<file path="config.mk">
export PLATFORM = sky130hd
export DESIGN_NAME = logical_arbiter
export DESIGN_NICKNAME = d
export VERILOG_FILES = /design/src/rtl/logical_pkg.sv /design/src/rtl/logical_arbiter_rr_pick.sv /design/src/rtl/logical_arbiter.sv
export SDC_FILE = /design/constraint.sdc
export NUM_CORES = 1
export LEC_CHECK = 0
export ABC_AREA = 0
export ABC_CLOCK_PERIOD_IN_PS = 1500
export CAP_MARGIN = 20
export CORE_UTILIZATION = 38
export DETAILED_ROUTE_END_ITERATION = 8
export GPL_ROUTABILITY_DRIVEN = 0
export PLACE_DENSITY = 0.84
export SLEW_MARGIN = 0
export SYNTH_ARGS = -nofsm -noshare
export SYNTH_HDL_FRONTEND = slang
export SYNTH_HIERARCHICAL = 1
export SYNTH_SLANG_ARGS = --single-unit
export TNS_END_PERCENT = 1
</file>
<file path="constraint.sdc">
create_clock -name clk -period 1.5 [get_ports clk]
set_input_delay 0.3 -clock clk [delete_from_list [all_inputs] [get_ports clk]]
set_output_delay 0.3 -clock clk [all_outputs]
set_load 0.005 [all_outputs]
</file>
<file path="src/rtl/logical_pkg.sv">
// Shared types for the logical-unit arbiter: LU opcodes, arbiter FSM states and the LU instruction width.
package logical_pkg;

  localparam int LU_INSTR_W = 3;

  typedef enum logic [LU_INSTR_W-1:0] {
    LOP_AND  = 3'd0,
    LOP_OR   = 3'd1,
    LOP_XOR  = 3'd2,
    LOP_NOR  = 3'd3,
    LOP_NAND = 3'd4,
    LOP_XNOR = 3'd5,
    LOP_GT   = 3'd6,
    LOP_EQ   = 3'd7
  } lop_e;

  typedef enum logic [1:0] {
    ST_IDLE = 2'd0,
    ST_EXEC = 2'd1,
    ST_RESP = 2'd2
  } arb_state_e;

endpackage

</file>
<file path="src/rtl/logical_arbiter_rr_pick.sv">
// Combinational round-robin picker: first asserted request at or above the pointer, wrapping at NREQ.
module rr_pick
  import logical_pkg::*;
#(
  parameter int NREQ = 2,
  parameter int PW   = (NREQ > 1) ? $clog2(NREQ) : 1
) (
  input  logic [NREQ-1:0] i_req,
  input  logic [PW-1:0]   i_ptr,
  output logic [NREQ-1:0] o_grant,
  output logic [PW-1:0]   o_idx,
  output logic            o_any
);

  logic [PW:0]   w_sum;
  logic [PW-1:0] w_j;

  // Scan NREQ positions starting at the pointer; the first hit wins.
  always_comb begin
    o_grant = '0;
    o_idx   = '0;
    o_any   = 1'b0;
    w_sum   = '0;
    w_j     = '0;
    for (int k = 0; k < NREQ; k++) begin
      w_sum = {1'b0, i_ptr} + (PW+1)'(k);
      if (w_sum >= (PW+1)'(NREQ)) begin
        w_sum = w_sum - (PW+1)'(NREQ);
      end else begin
        w_sum = w_sum;
      end
      w_j = w_sum[PW-1:0];
      if (!o_any && i_req[w_j]) begin
        o_any        = 1'b1;
        o_grant[w_j] = 1'b1;
        o_idx        = w_j;
      end else begin
        o_any = o_any;
      end
    end
  end

endmodule

</file>
<file path="src/rtl/logical_arbiter.sv">
// Round-robin arbiter sharing one combinational logical unit between NREQ valid/ready requesters.
module logical_arbiter
  import logical_pkg::*;
#(
  parameter int NREQ = 2,
  parameter int N    = 4,
  parameter int M    = 4
) (
  input  logic                  clk,
  input  logic                  rst_n,
  input  logic [NREQ-1:0]       req_valid,
  output logic [NREQ-1:0]       req_ready,
  input  logic [NREQ*N-1:0]     req_a,
  input  logic [NREQ*N-1:0]     req_b,
  input  logic [NREQ*(M-1)-1:0] req_instr,
  output logic [NREQ-1:0]       rsp_valid,
  input  logic [NREQ-1:0]       rsp_ready,
  output logic [N-1:0]          rsp_data,
  output logic [N-1:0]          lu_a,
  output logic [N-1:0]          lu_b,
  output logic [M-2:0]          lu_instr,
  input  logic [N-1:0]          lu_out,
  output logic                  busy
);

  localparam int PW = (NREQ > 1) ? $clog2(NREQ) : 1;
  localparam int IW = M - 1;

  arb_state_e    r_state;
  logic [PW-1:0] r_ptr;
  logic [PW-1:0] r_gidx;
  logic [N-1:0]  r_lu_a;
  logic [N-1:0]  r_lu_b;
  logic [IW-1:0] r_lu_instr;
  logic [N-1:0]  r_rsp_data;
  logic [NREQ-1:0] r_rsp_valid;

  logic [NREQ-1:0] w_grant;
  logic [PW-1:0]   w_idx;
  logic            w_any;
  logic            w_accept;
  logic [NREQ-1:0] w_gidx_oh;
  logic [N-1:0]    w_sel_a;
  logic [N-1:0]    w_sel_b;
  logic [IW-1:0]   w_sel_instr;

  rr_pick #(.NREQ(NREQ), .PW(PW)) u_pick (
    .i_req   (req_valid),
    .i_ptr   (r_ptr),
    .o_grant (w_grant),
    .o_idx   (w_idx),
    .o_any   (w_any)
  );

  // Grant is only offered in IDLE and never while reset is asserted.
  always_comb begin
    req_ready   = '0;
    w_accept    = 1'b0;
    w_gidx_oh   = '0;
    w_sel_a     = req_a[w_idx*N +: N];
    w_sel_b     = req_b[w_idx*N +: N];
    w_sel_instr = req_instr[w_idx*IW +: IW];
    if (rst_n && (r_state == ST_IDLE)) begin
      req_ready = w_grant;
      w_accept  = w_any;
    end else begin
      req_ready = '0;
      w_accept  = 1'b0;
    end
    w_gidx_oh[r_gidx] = 1'b1;
  end

  // Arbiter FSM, operand capture and result register.
  always_ff @(posedge clk) begin
    if (!rst_n) begin
      r_state     <= ST_IDLE;
      r_ptr       <= '0;
      r_gidx      <= '0;
      r_lu_a      <= '0;
      r_lu_b      <= '0;
      r_lu_instr  <= '0;
      r_rsp_data  <= '0;
      r_rsp_valid <= '0;
    end else begin
      case (r_state)
        ST_IDLE: begin
          if (w_accept) begin
            r_lu_a     <= w_sel_a;
            r_lu_b     <= w_sel_b;
            r_lu_instr <= w_sel_instr;
            r_gidx     <= w_idx;
            r_ptr      <= (w_idx == PW'(NREQ-1)) ? '0 : w_idx + PW'(1);
            r_state    <= ST_EXEC;
          end else begin
            r_state <= ST_IDLE;
          end
        end
        ST_EXEC: begin
          r_rsp_data  <= lu_out;
          r_rsp_valid <= w_gidx_oh;
          r_state     <= ST_RESP;
        end
        ST_RESP: begin
          // Only the owning requester's ready can retire the response.
          if (rsp_ready[r_gidx]) begin
            r_rsp_valid <= '0;
            r_state     <= ST_IDLE;
          end else begin
            r_state <= ST_RESP;
          end
        end
        default: begin
          r_rsp_valid <= '0;
          r_state     <= ST_IDLE;
        end
      endcase
    end
  end

  assign rsp_valid = r_rsp_valid;
  assign rsp_data  = r_rsp_data;
  assign lu_a      = r_lu_a;
  assign lu_b      = r_lu_b;
  assign lu_instr  = r_lu_instr;
  assign busy      = (r_state != ST_IDLE);

endmodule

</file>
==> results.md <==
* Routed metal-1 wirelength at ~960 um
* Critical Path AT at 1.16 ns
* Clk sinks at 21
* CP top delay family: buffers and inverters
* Post-synth top area share at 43.6%
* Hpwl dp at 1670 um
* CTS Root Cell: clkbuf_4
* Worst VDD drop at 0.563 mV
* Antenna violations before repair at 0
* Ports at 52
* CTS Buf Count at 3
* WL met2 at 1100 um
* Post-synthesis sequential area ratio at a little over two fifths
* Fraction of layout cells with a size suffix above 1 at 16.2%
* Routed length on met3 at roughly 190 um
* Crit path buf inv count at 1
* Ys flop type: dfxtp_1
* DR iter-0 viols at 2
* PD cells at 853 nW/um^2
* Post-CTS Setup Inserts at 0
* Syn. warnings at 6
* # rows at 17
* Die X at 52.4 um
* Area of the core at roughly 2300 um^2
* Chip height at 52.4 um
* Post-Place Worst Slack at -0.421 ns
* Setup ws final at 0.0402 ns
* Ant diodes at 0
* Critical path's slowest cell: clkdlybuf4s50_1
* Hold_buf cts at 0
* DRT Wirelength at between 2000 and 2500 um
* Reg clk slew, reported paths at 0.12 ns
* Starting density of the core at 41.9%
* Max H-tree Level at 1
* Max Used Layer: met3
* Finish-stage setup viols at 0
* Min Tclk post-route at around 1.5 ns
* Final cell count without fillers at 182
* Die Area at 2740 um^2
* Worst Clk Skew at 0.0109 ns
* TritonCTS clock tree: built
* #FFs+latches synth at 21
* Syn Area/Cell at 9.73 um^2
* Yosys top cell by area: dfxtp_1
* Tcrit/Tclk final at 97.3%
* Setup crit start kind: flop
* LEAKAGE at 0.774 nW
* Critical path required time at 1.20 ns
* Critical path fanouts, max at 2
* Port Buf Inserts at 51
* Ys async rst share at 0%
* Gate Count Post-Synth at just under 100
* Slew Limit Fails at 0
* GRT Residual Overflow at 0
* GRT Total Usage at 17.8%
* Area added between synthesis and finish at 63.2%
* First-pass GRT wire length at 3650 um
* Tot Pwr at ~1.3 mW
* Kind of critical path: flop to output port
* Largest net degree at the start of global routing at 27
* Cells along the critical path: clkdlybuf4s50_1
* Setup tns final at 0 ns
* Total of max-cap violations at 0
* Actual slew at the worst max-slew pin at 0.229 ns
* Synth unique cells at 26
* Slew HR at 84.7%
* Hold Path Class: flop to flop
* DR DRC count at 0
* Post-DR wirelength/cell at 12.4 um
* Min Hold Slack at around 0.46 ns
* Unrepaired setup endpoints after global routing: no
* Top post-synthesis cells by area: dfxtp_1, mux2i_1, o211a_1
* Syn Nets at 131
* DR vias/cell at 5.01
* Vias in the first global route at 846
* Most frequent cell after synthesis: nand2_1
* Post-synth EDFFs at 0
* Nature of the critical path endpoint: output port
* Commonest cells in the netlist: nand2_1, dfxtp_1, mux2i_1, o211a_1, a21boi_1
* Status: finished, final reports clean
* Post-route ant nets at 0
* Final Hold Fails at 0
* Nets at 187
* Detailed Routing Iterations Pass 1 at 2
* Post-Syn Area at 963 um^2
* DP Cell Count at 178
* Highest clock rate at a little under 700 MHz
* Via count at 911
* CTS Buffer Depth at 2
* Clock Latency Late Sink at ~0.30 ns
* Crit path largest cell delay at 0.51 ns
## registers in the layout (all words and copies together) (netlist names)
name,cells
r_ptr,1
rsp_valid,2
r_gidx,1
lu_a,4
r_state,2
lu_instr,3
rsp_data,4
lu_b,4
## layout make-up
class | instances | area, um^2
Fill cell | 202 | 724
Sequential cell | 21 | 434
Tap cell | 28 | 35.0
Multi-Input combinational cell | 69 | 495
Timing Repair Buffer | 57 | 569
Inverter | 3 | 11.3
Clock inverter | 1 | 5.00
Clock buffer | 3 | 22.5
## logic make-up (layout without fill, tap and decap cells)
| kind of cell | after synthesis | in the layout | share of synthesized area, % |
|---|---|---|---|
| buffers and inverters | 9 | 64 | 5.71 |
| and+or+nand+nor | 33 | 33 | 16.9 |
| DFF | 21 | 21 | 43.6 |
| AOI/OAI and AO/OA | 24 | 24 | 21.2 |
| muxes | 12 | 12 | 12.6 |
## report_power, final
part / internal (mW) / switching [mW]
Combinational: 0.265 / 0.155
Sequential: 0.623 / 0.0349
Clock: 0.0992 / 0.165
Total: 0.987 / 0.355
## through the flow
step                      util, %  area, um^2
final                        68.5        1570
after floorplan                 -         963
after global routing         68.5        1570
after global placement       66.3        1520
after detailed placement     66.3        1520
after CTS                    67.8        1560
## metal layers
metal	vias up	global-route usage, %
li1	457	-
met1	418	21.4
met2	36	31.4
met3	0	4.64
met4	0	3.95
met5	-	0
## cells in the final DEF, fill, tap and decap left out, drive strengths merged
master / instances
clkdlybuf4s15: 1
and3: 3
dlymetal6s2s: 4
nor3b: 1
o21ai: 2
o31ai: 1
and2b: 1
or2: 1
nand2: 22
nand2b: 2
a21boi: 7
mux2i: 11
o2bb2ai: 1
buf: 6
dlygate4sd2: 3
nand3b: 1
mux2: 1
inv: 3
clkbuf: 4
clkdlybuf4s50: 42
dfxtp: 21
nor2: 1
a32o: 1
clkinv: 1
nand3: 1
o211a: 11
a21oi: 1
## worst paths after layout
kind	startpoint	to	depth (start not counted)	slack (ns)
worst min register to register	rsp_data[2]$_SDFFE_PN0N_	rsp_data[2]$_SDFFE_PN0N_	2	0.46
worst max register to register	r_ptr$_SDFFE_PN0P_	lu_instr[1]$_SDFFE_PN0P_	6	0.19
worst min-delay path	rsp_data[2]$_SDFFE_PN0N_	rsp_data[2]$_SDFFE_PN0N_	2	0.46
worst max-delay path	lu_instr[2]$_SDFFE_PN0P_	lu_instr[2]	1	0.04
## what timing repair did
item,4_1_cts,5_1_grt
setup endpoints to repair,3,13
endpoints found under the hold margin,0,0
pin swaps,1,0
resized for setup,11,14
cloned,0,0
## worst min-delay path: cells and delay by family (launching register included)
family	cells	cell delay [ns]
AOI/OAI and AO/OA	1	0.05
DFF	1	0.34
and+or+nand+nor	1	0.05
No activity file was read; power rests on OpenSTA's default activity.
